## config.mk

```make
export PLATFORM = sky130hd
export DESIGN_NAME = sm_sub_pipe
export DESIGN_NICKNAME = d
export VERILOG_FILES = /design/src/rtl/sm_arith_pkg.sv /design/src/rtl/sm_mag_addsub.sv /design/src/rtl/sm_sub_pipe.sv
export SDC_FILE = /design/constraint.sdc
export NUM_CORES = 1
export LEC_CHECK = 0
export ABC_AREA = 1
export CORE_ASPECT_RATIO = 2
export CORE_MARGIN = 2
export CORE_UTILIZATION = 56
export CTS_CLUSTER_SIZE = 28
export DETAILED_ROUTE_END_ITERATION = 8
export PLACE_DENSITY = 0.8
export SLEW_MARGIN = 10
export SYNTH_ARGS = -nofsm -noshare
export SYNTH_HDL_FRONTEND = slang
export SYNTH_SLANG_ARGS = --single-unit
```

## constraint.sdc

```tcl
create_clock -name clk -period 6.6 [get_ports clk]
set_clock_uncertainty 0.2 [all_clocks]
set_input_delay 0.99 -clock clk [delete_from_list [all_inputs] [get_ports clk]]
set_output_delay 0.99 -clock clk [all_outputs]
set_load 0.02 [all_outputs]
```

## src/rtl/sm_arith_pkg.sv

```systemverilog
// rtl/sm_arith_pkg.sv - shared sign-magnitude constants and helpers
//
// Purpose: word width, magnitude limit and field helpers for the
// sign-magnitude arithmetic blocks (adder, subtractor, convolution core).
// Format: bit [SM_W-1] is the sign (1 = negative), bits [SM_W-2:0] are the
// magnitude.
// Ports: none (package).

package sm_arith_pkg;

    localparam int SM_W  = 8;
    localparam int SM_MW = SM_W - 1;
    localparam logic [SM_MW-1:0] SM_MAG_MAX = '1;

    function automatic logic sm_sign(input logic [SM_W-1:0] v);
        return v[SM_W-1];
    endfunction

    function automatic logic [SM_MW-1:0] sm_mag(input logic [SM_W-1:0] v);
        return v[SM_MW-1:0];
    endfunction

    function automatic logic sm_is_zero(input logic [SM_W-1:0] v);
        return (sm_mag(v) == '0);
    endfunction

    // Packing canonicalises zero: a zero magnitude always carries sign 0,
    // so -0 can never leave a block that packs through this helper.
    function automatic logic [SM_W-1:0] sm_pack(input logic sign, input logic [SM_MW-1:0] mag);
        return {sign & (mag != '0), mag};
    endfunction

endpackage

```

## src/rtl/sm_mag_addsub.sv

```systemverilog
// rtl/sm_mag_addsub.sv - combinational magnitude add/subtract with overflow handling
//
// Purpose: core magnitude datapath of a sign-magnitude add/subtract.
// Ports:
//   i_a_mag, i_b_mag  in  MW   operand magnitudes
//   i_eff_sub         in  1    1 = signs differ, subtract magnitudes
//   i_a_ge            in  1    i_a_mag >= i_b_mag
//   o_mag             out MW   result magnitude (clamped or wrapped on overflow)
//   o_sign_sel_b      out 1    1 = result takes operand b's sign, 0 = operand a's
//   o_ovf             out 1    magnitude sum carried out of MW bits

module sm_mag_addsub #(
    parameter int MW       = 7,
    parameter bit SATURATE = 1'b1
) (
    input  logic [MW-1:0] i_a_mag,
    input  logic [MW-1:0] i_b_mag,
    input  logic          i_eff_sub,
    input  logic          i_a_ge,
    output logic [MW-1:0] o_mag,
    output logic          o_sign_sel_b,
    output logic          o_ovf
);

    logic [MW:0] w_sum;

    assign w_sum = {1'b0, i_a_mag} + {1'b0, i_b_mag};

    always_comb begin
        o_mag        = '0;
        o_sign_sel_b = 1'b0;
        o_ovf        = 1'b0;
        if (!i_eff_sub) begin
            // Only a same-sign add can exceed the magnitude range.
            o_ovf = w_sum[MW];
            if (w_sum[MW] && SATURATE)
                o_mag = '1;
            else
                o_mag = w_sum[MW-1:0];
        end else if (i_a_ge) begin
            o_mag = i_a_mag - i_b_mag;
        end else begin
            o_mag        = i_b_mag - i_a_mag;
            o_sign_sel_b = 1'b1;
        end
    end

endmodule

```

## src/rtl/sm_sub_pipe.sv

```systemverilog
// rtl/sm_sub_pipe.sv - two-stage pipelined sign-magnitude subtractor, out_diff = in_a - in_b
//
// Purpose: streaming subtractor for the convolution error/difference path.
// Stage 1 captures operands with the subtrahend negated; stage 2 holds the
// result and is the output register. Full throughput, at most 2 in flight.
// Ports:
//   clk        in  1  rising-edge clock
//   rst        in  1  synchronous active-high reset
//   in_valid   in  1  operand pair presented
//   in_ready   out 1  pair accepted this cycle
//   in_a       in  W  minuend
//   in_b       in  W  subtrahend
//   out_valid  out 1  result presented
//   out_ready  in  1  downstream accepts result this cycle
//   out_diff   out W  difference
//   out_ovf    out 1  magnitude overflow for this result

module sm_sub_pipe
    import sm_arith_pkg::*;
#(
    parameter int W        = SM_W,
    parameter bit SATURATE = 1'b1
) (
    input  logic         clk,
    input  logic         rst,
    input  logic         in_valid,
    output logic         in_ready,
    input  logic [W-1:0] in_a,
    input  logic [W-1:0] in_b,
    output logic         out_valid,
    input  logic         out_ready,
    output logic [W-1:0] out_diff,
    output logic         out_ovf
);

    localparam int MW = W - 1;

    logic          r_s1_valid;
    logic          r_s1_sa;
    logic          r_s1_sb;
    logic [MW-1:0] r_s1_ma;
    logic [MW-1:0] r_s1_mb;
    logic          r_s1_eff_sub;
    logic          r_s1_a_ge;

    logic          r_s2_valid;
    logic [W-1:0]  r_diff;
    logic          r_ovf;

    logic          w_adv1;
    logic          w_adv2;
    logic [MW-1:0] w_a_mag;
    logic [MW-1:0] w_b_mag;
    logic          w_a_sign;
    logic          w_b_sign_neg;
    logic [MW-1:0] w_mag;
    logic          w_sel_b;
    logic          w_ovf;
    logic          w_sign;

    // Ready depends only on registered state and out_ready.
    assign w_adv2   = !r_s2_valid || out_ready;
    assign w_adv1   = !r_s1_valid || w_adv2;
    assign in_ready = w_adv1;

    // A zero magnitude is +0 whatever its sign bit, and negating +0 stays +0.
    assign w_a_mag      = in_a[MW-1:0];
    assign w_b_mag      = in_b[MW-1:0];
    assign w_a_sign     = in_a[W-1] & (w_a_mag != '0);
    assign w_b_sign_neg = ~in_b[W-1] & (w_b_mag != '0);

    always_ff @(posedge clk) begin
        if (rst) begin
            r_s1_valid <= 1'b0;
        end else if (w_adv1) begin
            r_s1_valid <= in_valid;
            if (in_valid) begin
                r_s1_sa      <= w_a_sign;
                r_s1_sb      <= w_b_sign_neg;
                r_s1_ma      <= w_a_mag;
                r_s1_mb      <= w_b_mag;
                r_s1_eff_sub <= w_a_sign ^ w_b_sign_neg;
                r_s1_a_ge    <= (w_a_mag >= w_b_mag);
            end
        end
    end

    sm_mag_addsub #(
        .MW       (MW),
        .SATURATE (SATURATE)
    ) u_mag_addsub (
        .i_a_mag      (r_s1_ma),
        .i_b_mag      (r_s1_mb),
        .i_eff_sub    (r_s1_eff_sub),
        .i_a_ge       (r_s1_a_ge),
        .o_mag        (w_mag),
        .o_sign_sel_b (w_sel_b),
        .o_ovf        (w_ovf)
    );

    assign w_sign = w_sel_b ? r_s1_sb : r_s1_sa;

    always_ff @(posedge clk) begin
        if (rst) begin
            r_s2_valid <= 1'b0;
            r_diff     <= '0;
            r_ovf      <= 1'b0;
        end else if (w_adv2) begin
            r_s2_valid <= r_s1_valid;
            if (r_s1_valid) begin
                // Zero results are forced positive.
                r_diff <= {w_sign & (w_mag != '0), w_mag};
                r_ovf  <= w_ovf;
            end
        end
    end

    assign out_valid = r_s2_valid;
    assign out_diff  = r_diff;
    assign out_ovf   = r_ovf;

endmodule

```

=== Word-level counts from Yosys, hierarchy flattened ===
Cells that the tools add are included.

* Div/mod/pow operators: 0
* Bitwise gates (word level): 6
* Shift-type cells: 0
* Reductions and logical operators: 9
* Mux-type cells: 7
* Add/sub/neg operators: 3
* $mul: 0
* Equality and inequality tests: 0
* $lt $le $gt $ge: 1

{| class="wikitable"
|+ Operators with widths
! kind !! count
|-
| 7-bit two-way mux || 3
|-
| 7-bit nonzero test || 3
|-
| 7-bit subtractor || 2
|-
| 7-bit by 7-bit adder with 8-bit output || 1
|-
| 7-bit >= comparator || 1
|-
| 1-bit two-way mux || 4
|-
| 1-bit bitwise AND || 3
|-
| 3-bit AND reduction || 1
|-
| 1-bit zero test || 2
|-
| 1-bit logical OR || 2
|-
| 1-bit NOT || 2
|-
| 2-bit AND reduction || 1
|-
| 1-bit XOR || 1
|}

* RAM bits: 0
* Bits of input ports: 20
* Bits in latches: 0
* Logic and storage cells: 36
* Memories kept: 0
* ROM bits: 0
* Flip-flop bits (word level): 29

=== Logic depth before layout (Yosys ltp) ===
Gate-level depths: netlist of run 1.

* Word-level depth: 5
* Depth in mapped cells: 18
* Depth with buffers taken out: 17

=== Modules after synthesis ===
Synthesis of run 1 repeated with hierarchy kept, for this count alone.

* Cells, all modules: 308
* Area, all modules: 2287.2 µm²

{| class="wikitable"
|+ Modules (own cells, without submodules)
! module !! cells each !! instances !! sequential area each (µm²) !! area an instance (µm²)
|-
| sm_sub_pipe || 136 || 1 || 760.7 || 1342.5
|-
| sm_mag_addsub || 172 || 1 || 0.0 || 944.7
|}

=== Least setup slack after synthesis of run 1 ===
OpenSTA, ideal clock, no wires.

* Path type: input port to output port
* Start: input out_ready
* End: output in_ready
* Path buffers: 0
* Path slack: 4.171 ns
* Arrival time: 1.239 ns
* Stages on the path: 2
* Cell sequence: inv_1 nand3_1

* Longest elaborated chain between the ends: 2

{| class="wikitable"
|+ Ends and longest elaborated chain
! what !! line !! RTL
|-
| start, declared || sm_sub_pipe.sv:31 || <nowiki>input logic out_ready,</nowiki>
|-
| 1-bit logical OR || sm_sub_pipe.sv:62 || <nowiki>assign w_adv2 = !r_s2_valid || out_ready;</nowiki>
|-
| 1-bit logical OR || sm_sub_pipe.sv:63 || <nowiki>assign w_adv1 = !r_s1_valid || w_adv2;</nowiki>
|-
| end, declared || sm_sub_pipe.sv:27 || <nowiki>output logic in_ready,</nowiki>
|}

Every way passes these cells.

=== Final worst setup path of run 1 ===
Same ends and word-level chain as after synthesis.

==> out/metrics.yaml, run 1 <==
synth_top_area_frac: 0.251
viasPerCell: 5.25
period_share: 0.513
ys.flop_type: "edfxtp_1"
seq_power_share: 0.422
register_area_sq_um: 761
cts_resized: 0
wl_per_cell_um: 12.8
postCtsSetupBuffers: 0
cts_hold_buf: 0
yosysSeqAreaShare: 0.354
clock_latency_ns: 0.28
place.port_buffers: 30
clk_pin_slew_ns: 0.06
maxCapViolations: 0
cts_htree_levels: 2
p_per_area_nw_per_um2: 193
start_kind: "input port"
area_growth_pct: 20.2
synth_common_cells: "63 x nand2_1, 52 x inv_1, 27 x nand3_1"
min_path_type: "reg -> reg"
netlist_area_sq_um: 2150
start_util: 0.590
syn_avg_cell_area_sq_um: 7.79
layout.cells.non_filler: 358
place_area_sq_um: 2470
cell_internal_pwr_mw: 0.359
yosysWarningCount: 0
ant_nets: 0
synthArstFlopShare: 0
cp_num_buf_inv: 3
max_stage_delay_ns: 0.61
dp_hpwl_um: 3760
ys_top_cells_by_area: "edfxtp_1 25%, ha_1 15%, nand2_1 11%"
ir_drop_mv: 0.213
grt_usage: 0.255
status: "finished clean"
critPathMostFrequentCell: "clkdlybuf4s50_1"
num_rows: 31
pwr-share-clk: 0.352
synthCells: 276
hold_viol: 0
max_slew_margin: 0.569
yosys.area.top_type: "edfxtp_1"
nets: 357
sw_frac_of_total: 0.282
p_sw_mw: 0.141
globalplace.congestion: 0.960
worst_pin_slew_ns: 0.645
layout-drive-gt1-share: 0.0550
synth_cell_types: 34
wirelength_um: 4570
die_h_um: 91.6
numCtsBuffers: 5
syn_nets: 325
comb_power_share: 0.226
fillers: 320
report.final.slew_viol_count: 0
crit_chain: "clkdlybuf4s50_1 > inv_1 > nand3_1 > clkdlybuf4s50_1"
finalSetupTns_ns: 0
arrival_ns: 2.19
grt-ovfl-total: 0
placed_cells: 350
clock_path_buffers: 2
grt_pass1_wl_um: 7960
setup_violations: 0
p_leak_nw: 1.29
cts-root-buf: "clkbuf_8"
yosysMostFrequentCell: "nand2_1"
rsz0062_at_grt: "false"
ioPinCount: 31
period_minus_slack_ns: 3.38
core_region_area_sq_um: 3650
cp-end-kind: "output port"
multi_input_area_sq_um: 1140
path_class: "in -> out"
grt_pass1_vias: 1941
critPathSlowestCell: "clkdlybuf4s50_1"
tritoncts: "built"
finalInstanceArea_sq_um: 2580
drt_iter0_markers: 77
n_antenna_cell: 0
dieArea_sq_um: 4380
ys_seq_elements: 29
fin_ws_ns: 3.22
fmax_mhz: 296
critPathTopFamily: "buffers and inverters"
die_width_um: 47.8
dpl_worst_slack_ns: 3.21
first_pass_iters: 4
synth-edff-count: 18
drcViolationCount: 0
via_count: 1878
antenna_found_initial: 0
cp_max_fo: 3
critPathRequiredTime_ns: 5.41
clock_sinks: 29
grt_max_degree: 19
==> logic make-up (layout without fill, tap and decap cells) <==
logic type,count (synthesis),in the layout,share of synthesized area
buffers and inverters,61,94,0.117
adder cells (fa/ha/maj),29,29,0.179
AND/OR/NAND/NOR,123,123,0.250
flip-flops,29,29,0.354
XOR/XNOR,2,2,0.00815
AO/OA/AOI/OAI,32,32,0.0919
==> metrics by stage <==
stage                     total power, mW  hold slack, ns   util
after floorplan                     0.287           0.287      -
after global placement              0.325           0.292  0.678
after detailed placement            0.327           0.287  0.678
after CTS                           0.502           0.310  0.709
after global routing                0.526           0.332  0.709
final                               0.500           0.302  0.709
==> sequential cells by signal (all words and copies together), names as in the netlist <==
signal        cells
r_s1_mb           7
r_s1_eff_sub      1
r_s1_sa           1
r_s1_ma           7
out_valid         1
out_diff          8
out_ovf           1
r_s1_a_ge         1
r_s1_valid        1
r_s1_sb           1
==> worst reg2reg max path: cells and delay by family (launching register included) <==
| kind | cells | cell delay [ns] |
|---|---|---|
| and+or+nand+nor | 12 | 1.09 |
| adders and majority gates | 1 | 0.54 |
| AOI/OAI and AO/OA | 1 | 0.05 |
| DFF | 1 | 0.42 |
==> routing by layer <==
layer	track usage	wire [um]	vias up
li1	-	-	950
met1	0.220	1470	854
met2	0.460	2720	55
met3	0.0630	168	19
met4	0.158	213	0
met5	0	0	-
==> cell usage in the layout, fill, tap and decap left out, types with 6 or more instances in the layout <==
cell             count
nand3_1             27
ha_1                26
clkdlybuf4s50_1     30
nor2_1              20
edfxtp_1            18
nand2_1             63
dfxtp_1             11
inv_1               52
o21ai_0             12
clkbuf_8             6
a21oi_1              8
==> cell type report <==
cell class	count	share of cell area
Clock buffer	8	0.0431
Inverter	56	0.0823
Multi-Input combinational cell	186	0.440
Sequential cell	29	0.294
Tap cell	49	0.0237
Timing Repair Buffer	30	0.116
==> power groups by stage <==
stage	Sequential, mW	Combinational (mW)	Clock (mW)
finish	0.211	0.113	0.176
global route	0.213	0.128	0.186
CTS	0.211	0.113	0.178
detailed placement	0.215	0.112	0
global placement	0.215	0.110	0
floorplan	0.218	0.0687	0
==> final timing paths <==
| kind | startpoint | endpoint | slack [ns] | cells past startpoint |
|---|---|---|---|---|
| worst max-delay path | out_ready | in_ready | 3.22 | 4 |
| worst min-delay path | out_diff[4] | out_diff[4] | 0.30 | 2 |
| worst max register to register | r_s1_mb[2] | out_diff[7] | 4.16 | 14 |
| worst min register to register | out_diff[4] | out_diff[4] | 0.30 | 2 |
(Power assumes the default switching activity.)
==> run 2: changes to the inputs <==
--- a/config.mk
+++ b/config.mk
@@ -8,10 +8,10 @@
 export ABC_AREA = 1
 export CORE_ASPECT_RATIO = 2
 export CORE_MARGIN = 2
-export CORE_UTILIZATION = 56
+export CORE_UTILIZATION = 49
 export CTS_CLUSTER_SIZE = 28
 export DETAILED_ROUTE_END_ITERATION = 8
-export PLACE_DENSITY = 0.8
+export PLACE_DENSITY = 0.74
 export SLEW_MARGIN = 10
 export SYNTH_ARGS = -nofsm -noshare
 export SYNTH_HDL_FRONTEND = slang
==> constraint.sdc (replaced) <==
create_clock -name clk -period 2.8 [get_ports clk]
set_clock_uncertainty 0.2 [all_clocks]
set_input_delay 0.42 -clock clk [delete_from_list [all_inputs] [get_ports clk]]
set_output_delay 0.42 -clock clk [all_outputs]
set_load 0.02 [all_outputs]
==> run 2 against run 1 <==
  * Die area is 13% higher
  * Sequential cell count stayed put
  * First-iteration DRC count is 48% lower
  * Critical path depth is 10 higher
  * Setup slack worse by 2.8 ns
  * Clock power is 95% higher
  * Cell count is 1.7% higher
  * Global-route usage is 3.9 points lower
  * Core utilization is 11 points lower
  * Largest cell class unchanged
  * Highest routed layer unchanged
==> out/metrics.yaml, run 2 (synthesized netlist as in run 1, its figures left out) <==
status: "finished clean"
dp_hpwl_um: 3780
place_area_sq_um: 2490
start_kind: "flop"
min_to: "out_diff[3]"
clock_latency_ns: 0.29
largest_register_ffs: 8
grt_max_degree: 19
clock_sinks: 29
critPathSlowestCell: "ha_1"
cts_htree_levels: 2
grt_usage: 0.216
max_stage_delay_ns: 0.55
rsz0062_at_grt: "false"
clock_path_buffers: 2
critPathRequiredTime_ns: 2.76
via_count: 1848
n_antenna_cell: 0
report.final.slew_viol_count: 0
ir_drop_mv: 0.352
grt_pass1_vias: 1859
cts_hold_buf: 0
cp_num_buf_inv: 0
crit_chain: "ha_1 > nor2_1 > nand2_1 > nand2_2 > nand2_1 > nand2_2 > nand2_4 > nand2_1 > nor2_2 > nand2_1 > nor2_1 > nand2_1 > nand2_1 > a21oi_1"
multi_input_area_sq_um: 1140
min_path_cells: 2
cts-root-buf: "clkbuf_8"
critPathTopFamily: "simple AND/OR/NAND/NOR gates"
maxCapViolations: 0
p_leak_nw: 1.28
worst_pin_slew_ns: 0.451
globalplace.congestion: 0.886
finalSetupTns_ns: 0
die_width_um: 50.8
numCtsBuffers: 5
nets: 358
critPathMostFrequentCell: "nand2_1"
cts_resized: 0
fillers: 399
ioPinCount: 31
postCtsSetupBuffers: 0
critPathLaunch: "r_s1_mb[2]"
hold_viol: 0
r2r_cells: 14
num_rows: 34
drt_iter0_markers: 40
period_minus_slack_ns: 2.43
rr_endpoint: "out_diff[7]"
place.port_buffers: 30
ff2ff_setup_slack_ns: 0.37
wirelength_um: 4650
wl_per_cell_um: 12.8
period_share: 0.868
min_path_type: "reg -> reg"
max_slew_margin: 0.696
finalInstanceArea_sq_um: 2570
setup_violations: 0
clk_pin_slew_ns: 0.07
cp-end-kind: "flop"
hp-start: "out_diff[3]"
die_h_um: 97.7
path_class: "reg -> reg"
grt_pass1_wl_um: 7940
antenna_found_initial: 0
fin_util: 0.599
cp_max_fo: 10
viasPerCell: 5.08
dieArea_sq_um: 4970
layout_common_cells: "63 x nand2_1, 52 x inv_1, 30 x clkdlybuf4s50_1, 27 x nand3_1, 26 x ha_1"
start_util: 0.501
area_growth_pct: 19.7
p_per_area_nw_per_um2: 430
drcViolationCount: 0
fmax_mhz: 411
placed_cells: 356
final_common_cell: "nand2_1"
core_region_area_sq_um: 4300
arrival_ns: 2.39
rr_startpoint: "r_s1_mb[2]"
first_pass_iters: 4
grt-ovfl-total: 0
layout-drive-gt1-share: 0.0613
tritoncts: "built"
layout.cells.non_filler: 364
register_area_sq_um: 761
ant_nets: 0
[run 2: stage by stage]
stage / hold WS (ns) / setup slack, ns / power, mW
final: 0.303 / 0.369 / 1.11
after global routing: 0.339 / 0.165 / 1.17
after CTS: 0.306 / 0.394 / 1.11
after detailed placement: 0.284 / 0.265 / 0.772
after global placement: 0.287 / 0.283 / 0.766
after floorplan: 0.287 / 0.739 / 0.677
[run 2: worst register-to-register path: cells and delay by family (launching register included)]
family / cells / cell delay (ns)
adder cells (fa/ha/maj): 1 / 0.55
AO/OA/AOI/OAI: 1 / 0.06
AND/OR/NAND/NOR: 12 / 1.08
flip-flops: 1 / 0.42
[run 2: per-layer routing]
layer	part of all wire	global-route usage
met5	0	0
met1	0.34	0.188
met3	0.028	0.0446
met4	0.040	0.133
met2	0.59	0.416
[run 2: final cells by class]
type / count / share of cell area
Multi-Input combinational cell: 186 / 0.442
Sequential cell: 29 / 0.296
Timing Repair Buffer: 31 / 0.120
Inverter: 56 / 0.0826
Clock buffer: 5 / 0.0267
Tap cell: 54 / 0.0263
Clock inverter: 3 / 0.00681
[run 2: power breakdown]
group	internal (mW)	total (mW)	switching, mW
combinational	0.113	0.267	0.154
sequential	0.480	0.497	0.0171
clock	0.171	0.344	0.173
total	0.764	1.11	0.344
[run 2: worst max path at each step]
stage / to / slack, ns / cells past startpoint
after floorplan: out_diff[7] / 0.74 / 13
after global placement: r_s1_a_ge / 0.28 / 11
after detailed placement: r_s1_a_ge / 0.27 / 11
after CTS: out_diff[7] / 0.39 / 14
after global routing: out_diff[7] / 0.17 / 14
final: out_diff[7] / 0.37 / 14
==> run 3: changes to the inputs <==
--- a/config.mk
+++ b/config.mk
@@ -7,7 +7,6 @@
 export LEC_CHECK = 0
 export ABC_AREA = 1
 export CORE_ASPECT_RATIO = 2
-export CORE_MARGIN = 2
 export CORE_UTILIZATION = 49
 export CTS_CLUSTER_SIZE = 28
 export DETAILED_ROUTE_END_ITERATION = 8
==> run 3 against run 2 <==
  * Non-clock buffer count is the same
  * Die area down 5.9%
  * Critical path type unchanged
  * Largest cell class unchanged
  * Routed wire length fell by 2.6%
==> out/metrics.yaml, run 3 (synthesized netlist as in run 1, its figures left out) <==
die_width_um: 48.8
numCtsBuffers: 5
core_region_area_sq_um: 4170
postCtsSetupBuffers: 0
setup_violations: 0
maxCapViolations: 0
cts_resized: 0
status: "finished clean"
sw_frac_of_total: 0.272
pwr-share-clk: 0.371
cp-end-kind: "flop"
path_class: "reg -> reg"
clk_pin_slew_ns: 0.06
period_minus_slack_ns: 2.46
fin_util: 0.624
die_h_um: 95.7
drt_iter0_markers: 32
viasPerCell: 5.07
register_area_sq_um: 761
critPathLaunch: "r_s1_mb[2]"
layout_common_cells: "63 x nand2_1, 52 x inv_1, 30 x clkdlybuf4s50_1, 27 x nand3_1, 26 x ha_1"
period_share: 0.877
cts-root-buf: "clkbuf_8"
hp-start: "out_diff[0]"
p_per_area_nw_per_um2: 466
cts_htree_levels: 2
n_antenna_cell: 0
area_growth_pct: 20.9
largest_register_ffs: 8
min_path_type: "reg -> reg"
worst_pin_slew_ns: 0.419
cp_max_fo: 10
min_to: "out_diff[0]"
fin_ws_ns: 0.344
antenna_found_initial: 0
wl_per_cell_um: 12.5
final_common_cell: "nand2_1"
whs_ns: 0.300
ant_nets: 0
total_power_mw: 1.21
start_util: 0.516
clock_path_buffers: 2
fmax_mhz: 407
grt_max_degree: 19
clock_sinks: 29
grt-ovfl-total: 0
p_leak_nw: 1.29
grt_pass1_wl_um: 7900
place.port_buffers: 30
report.final.slew_viol_count: 0
r2r_cells: 14
via_count: 1837
globalplace.congestion: 0.833
num_rows: 33
ioPinCount: 31
arrival_ns: 2.41
nets: 358
seq_power_share: 0.411
clock_latency_ns: 0.28
cts_hold_buf: 0
max_slew_margin: 0.718
first_pass_iters: 4
placed_cells: 354
tritoncts: "built"
critPathMostFrequentCell: "nand2_1"
layout-drive-gt1-share: 0.0581
grt_usage: 0.228
grt_pass1_vias: 1945
comb_power_share: 0.218
ff2ff_setup_slack_ns: 0.34
crit_chain: "ha_1 > nor2_1 > nand2_1 > nand2_2 > nand2_1 > nand2_2 > nand2_4 > nand2_1 > nor2_1 > nand2_1 > nor2_1 > nand2_1 > nand2_1 > a21oi_1"
layout.cells.non_filler: 362
drcViolationCount: 0
critPathSlowestCell: "ha_1"
dp_hpwl_um: 3750
multi_input_area_sq_um: 1140
start_kind: "flop"
rr_startpoint: "r_s1_mb[2]"
hold_viol: 0
finalSetupTns_ns: 0
rr_endpoint: "out_diff[7]"
fillers: 385
critPathRequiredTime_ns: 2.75
min_path_cells: 2
dpl_worst_slack_ns: 0.243
rsz0062_at_grt: "false"
p_sw_mw: 0.329
wirelength_um: 4530
dieArea_sq_um: 4670
max_stage_delay_ns: 0.55
finalInstanceArea_sq_um: 2600
cell_internal_pwr_mw: 0.882
place_area_sq_um: 2480
ir_drop_mv: 0.439
-- run 3: worst max path at each step --
stage                       end  slack, ns  cells past startpoint
floorplan           out_diff[7]       0.74                     13
finish              out_diff[7]       0.34                     14
CTS                 out_diff[7]       0.35                     14
global route        out_diff[7]       0.12                     16
global placement      r_s1_a_ge       0.29                     11
detailed placement    r_s1_a_ge       0.24                     11
-- run 3: power groups by stage --
| stage | sequential [mW] | combinational [mW] | clock [mW] |
|---|---|---|---|
| 3_5_place_dp | 0.507 | 0.265 | 0 |
| 5_1_grt | 0.500 | 0.301 | 0.479 |
| 6_report | 0.497 | 0.264 | 0.449 |
| 4_1_cts | 0.498 | 0.267 | 0.458 |
| 2_1_floorplan | 0.515 | 0.162 | 0 |
| 3_3_place_gp | 0.506 | 0.261 | 0 |
-- run 3: cell type report --
type | count | share of cell area
Clock buffer | 7 | 0.0332
Inverter | 56 | 0.0818
Multi-Input combinational cell | 186 | 0.438
Tap cell | 52 | 0.0250
Clock inverter | 1 | 0.0115
Sequential cell | 29 | 0.292
Timing Repair Buffer | 31 | 0.118
-- run 3: critical path, delay by kind of cell (launching register included) --
kind | cells | cell delay (ns)
adder cells (fa/ha/maj) | 1 | 0.55
AO/OA/AOI/OAI | 1 | 0.06
flip-flops | 1 | 0.42
AND/OR/NAND/NOR | 12 | 1.10
-- run 3: per-layer routing --
| layer | global-route usage | vias to the layer above | share of wire |
|---|---|---|---|
| met5 | 0 | - | 0 |
| met3 | 0.0379 | 18 | 0.025 |
| met1 | 0.176 | 819 | 0.33 |
| met2 | 0.481 | 49 | 0.60 |
| li1 | - | 951 | - |
| met4 | 0.162 | 0 | 0.047 |
==> patch 1, RTL diff (config.mk and constraints of run 2) <==
Change the package constant `SM_W` from 8 to 6.
--- a/src/rtl/sm_arith_pkg.sv
+++ b/src/rtl/sm_arith_pkg.sv
@@ -8,7 +8,7 @@
 
 package sm_arith_pkg;
 
-    localparam int SM_W  = 8;
+    localparam int SM_W  = 6;
     localparam int SM_MW = SM_W - 1;
     localparam logic [SM_MW-1:0] SM_MAG_MAX = '1;
 
Interface: changed (resized in_a, in_b and out_diff); port bits go from 31 to 25. No check against the original RTL was run, so the function may have changed too.
==> patch 1 against run 2 <==
- cell count is 34% lower
- synthesized area is 26% lower
- sequential share of layout area is 2.1 points higher
- power is 28% lower
- worst setup slack better by 0.17 ns
- highest routed layer unchanged
- wire length is 35% lower
- critical endpoint is now in_ready
- die area is 24% lower
- clock power is 41% lower
- critical path depth is 10 lower
- combinational power is 27% lower
- sequential cell count is 6 lower
- utilization is 0.11 points higher
- final area is 26% lower
==> patch 1: results <==
metrics = {
    "power_and_ir_drop": {
        "power.static_leakage_nw": 0.9020,
        "power_spent_charging_and_discharging_nets_uw": 228.1,
        "share_of_power_burned_in_the_clock_network": 0.257,
        "overall_power_of_the_completed_layout_uw": 793.0,
        "power.density_cell_area_nw_per_um2": 418.6,
        "power_frac_comb": 0.246,
    },
    "synth": {
        "number_of_unique_standard_cell_types_used_by_synthesis": 27,
        "compound_gate_fraction_of_synth_area": 0.09013,
        "number_of_flops_mapped_to_enable_cells_by_yosys": 14,
        "synth_adder_area_share": 0.1787,
        "share_of_the_yosys_chip_area_belonging_to_registers": 0.3762,
        "synthTopCellsByArea": "edfxtp_1 (26%), ha_1 (14%), dfxtp_1 (11%)",
        "mappedNetlistNets": 223,
    },
    "routing": {
        "detail_route.wl_per_cell_um": 12.45,
        "via_per_inst": 5.293,
        "wirelength_um": 3012,
    },
    "sta": {
        "worst_hold_slack_ns": 0.3093,
    },
    "setup_path": {
        "crit_slowest_cell": "clkdlybuf4s50_1",
        "critPathArrivalTime_ns": 1.64,
        "critical_path.max_fanout": 3,
        "worst_r2r_endpoint": "out_diff[5]$_SDFFE_PP0P_",
        "crit-reg2reg-launch": "r_s1_mb[0]$_DFFE_PP_",
    },
    "placed_design": {
        "dp_cells": 238,
        "dpl-instance-area_um2": 1848,
        "detailedPlace.worstSlack_ns": 0.5173,
        "post-dp-hpwl_um": 2636,
    },
    "global_routing": {
        "grt.total_usage": 0.1905,
        "grt_pass1_vias": 1375,
        "grt_first_pass_wirelength_um": 5444,
    },
    "clock_network": {
        "cts.htree.levels": 1,
    },
    "cells_and_area": {
        "largest_reg_flops": 6,
        "multi_input_area_share": 0.4386,
        "fraction_of_layout_cells_with_a_size_suffix_above_1": 0.1327,
        "final_core_utilization": 0.6001,
        "nets": 249,
        "flow.area_growth_from_synthesis_pct": 18.65,
        "clkCellAreaFrac": 0.02444,
        "final-seq-area_um2": 600.6,
        "non_clock_inverter_count": 36,
        "non_clock_buffer_area_fraction_after_layout": 0.1268,
    },
    "min_path": {
        "min_from": "out_diff[4]$_SDFFE_PP0P_",
    },
    "run_status": {
        "status": "completed",
    },
}
patch 1: cell count changes after synthesis, moves of 5 or more:
cell and delta:
nand2_1 -31, inv_1 -22, nor2_1 -14, ha_1 -8
nor2_2 +5, o21ai_0 -5
patch 1: critical path: cells and delay by family:
family / cells / cell delay, ns
buffers and inverters: 3 / 1.13
and+or+nand+nor: 1 / 0.10
patch 1: how the worst max path moves through the flow:
stage                          from                  endpoint  cells after the start
2_1_floorplan  r_s1_ma[0]$_DFFE_PP_  out_diff[5]$_SDFFE_PP0P_                     10
3_3_place_gp              out_ready                  in_ready                      4
3_5_place_dp                in_a[0]       r_s1_a_ge$_DFFE_PP_                      9
4_1_cts                   out_ready                  in_ready                      4
5_1_grt        r_s1_ma[0]$_DFFE_PP_  out_diff[5]$_SDFFE_PP0P_                     14
6_report                  out_ready                  in_ready                      4
patch 1: layer usage:
metal / part of all wire / GRT usage
met5: 0 / 0
met4: 0.046 / 0.1102
met3: 0.028 / 0.03011
met2: 0.58 / 0.3596
met1: 0.34 / 0.1763
==> patch 2, RTL diff (config.mk and constraints of run 2) <==
Without the edit above. Register the output `out_ovf` once more, cleared by the reset; this adds one clock of latency there. The other outputs are not delayed to match.
--- a/src/rtl/sm_sub_pipe.sv
+++ b/src/rtl/sm_sub_pipe.sv
@@ -117,7 +117,13 @@
 
     assign out_valid = r_s2_valid;
     assign out_diff  = r_diff;
-    assign out_ovf   = r_ovf;
+    always_ff @(posedge clk) begin
+        if (rst) begin
+            out_ovf <= '0;
+        end else begin
+            out_ovf <= r_ovf;
+        end
+    end
 
 endmodule
 
Check against the original RTL: not equivalent (Yosys sat finds a counterexample within 4 cycles, from zero or initial values and one cycle with rst high).
==> patch 2 against run 2 <==
- count of clock-buffer cells in the layout is 3 higher
- cell count rose by 0.82%
- wire length fell by 3.4%
- utilization rose by 0.84 points
- fmax is 4.4% higher
- hold slack worse by 0.070 ns
- synthesized area is 4.1% higher
- worst setup slack gained 0.10 ns
- synthesized cell count is 1.4% higher
- sequential cell count is 1 higher
- power increased by 6.7%
- final area increased by 3.4%
- critical endpoint unchanged
- largest power group unchanged
==> patch 2: results <==
metrics = {
    "run_status": {
        "status": "completed",
    },
    "placed_design": {
        "post-dp-hpwl_um": 3758,
        "place_congestion": 0.8232,
        "io_buffer_count": 30,
    },
    "global_routing": {
        "grt_first_pass_wirelength_um": 7907,
        "grt.total_usage": 0.2072,
        "grt_pass1_vias": 1892,
    },
    "synth": {
        "number_of_unique_standard_cell_types_used_by_synthesis": 38,
        "synth.cells.most_frequent": "nand2_1 (62), inv_1 (51), ha_1 (26)",
        "synthTopCellsByArea": "edfxtp_1 (24%), ha_1 (15%), dfxtp_1 (11%)",
        "synth_flop_cell": "edfxtp_1",
        "share_of_the_yosys_chip_area_belonging_to_registers": 0.3486,
        "synth_cells": 280,
        "mappedNetlistNets": 329,
    },
    "routing": {
        "detail_route.wl_per_cell_um": 12.25,
        "drc": 0,
        "first_iter_violations": 27,
        "via_per_inst": 5.025,
    },
    "setup_path": {
        "critPathArrivalTime_ns": 2.30,
        "critical_path.max_fanout": 10,
    },
    "cells_and_area": {
        "post_layout_cell_count": 367,
        "fillCellCount": 415,
        "fraction_of_layout_cells_with_a_size_suffix_above_1": 0.08946,
        "nets": 361,
    },
    "power_and_ir_drop": {
        "power.static_leakage_nw": 1.313,
        "ir_drop_v": 0.0003888,
        "power.switching_fraction": 0.2878,
    },
    "min_path": {
        "min_from": "r_ovf$_SDFFE_PP0P_",
    },
    "sta": {
        "worst_pin_slew_ns": 0.4292,
    },
}
-- patch 2: cell count changes after synthesis, moves of 2 or more --
cell      change
nand3_1       -2
o211ai_1      -3
inv_2         +3
nand2_4       +2
nor2_4        +2
a21oi_1       -3
-- patch 2: through the flow --
step / utilization / hold WS, ns / cell area, um^2 / power (mW) / setup WS [ns]
final: 0.6074 / 0.2330 / 2661 / 1.182 / 0.4714
after global routing: 0.6074 / 0.2589 / 2661 / 1.250 / 0.2696
after CTS: 0.6074 / 0.2380 / 2661 / 1.190 / 0.4466
after detailed placement: 0.5842 / 0.2281 / 2560 / 0.7970 / 0.1988
after global placement: 0.5842 / 0.2282 / 2560 / 0.7905 / 0.3129
after floorplan: - / 0.2106 / 2240 / 0.7068 / 0.7278
-- patch 2: cell families (layout without fill, tap and decap cells) --
logic type	count (synthesis)	after routing	share of synthesized area
buffers and inverters	63	96	0.1212
flip-flops	30	30	0.3486
adder cells (fa/ha/maj)	29	29	0.1721
AND/OR/NAND/NOR	125	125	0.2587
AO/OA/AOI/OAI	31	31	0.09163
XOR/XNOR	2	2	0.007823
-- patch 2: per-layer routing --
metal / global-route usage / vias up / routed length (um)
met1: 0.1697 / 834 / 1446
met2: 0.4181 / 40 / 2716
met4: 0.1275 / 0 / 211
met3: 0.03153 / 16 / 122
li1: - / 954 / -
met5: 0 / - / 0
-- patch 2: worst min-delay path: stages, from the launching register on --
cell	delay, ns
dfxtp_1	0.29
inv_1	0.06
nor2_1	0.04
-- patch 2: path summary, 6_finish.rpt --
check        cells past startpoint  slack, ns                        to
min reg2reg                      2       0.23        out_ovf$_SDFF_PP0_
min                              2       0.23        out_ovf$_SDFF_PP0_
max                             14       0.47  out_diff[7]$_SDFFE_PP0P_
max reg2reg                     14       0.47  out_diff[7]$_SDFFE_PP0P_
-- patch 2: layout make-up --
cell class | instances | area [um^2] | area share
Clock buffer | 8 | 101.3 | 0.03808
Multi-Input combinational cell | 187 | 1187 | 0.4462
Inverter | 57 | 216.5 | 0.08134
Timing Repair Buffer | 31 | 307.8 | 0.1157
Sequential cell | 30 | 780.7 | 0.2934
Tap cell | 54 | 67.56 | 0.02539
-- patch 2: power groups by stage --
| stage | Sequential (mW) | Combinational [mW] | Clock (mW) |
|---|---|---|---|
| 2_1_floorplan | 0.530 | 0.177 | 0 |
| 3_3_place_gp | 0.521 | 0.270 | 0 |
| 3_5_place_dp | 0.522 | 0.275 | 0 |
| 4_1_cts | 0.512 | 0.277 | 0.402 |
| 5_1_grt | 0.515 | 0.313 | 0.422 |
| 6_report | 0.512 | 0.274 | 0.396 |
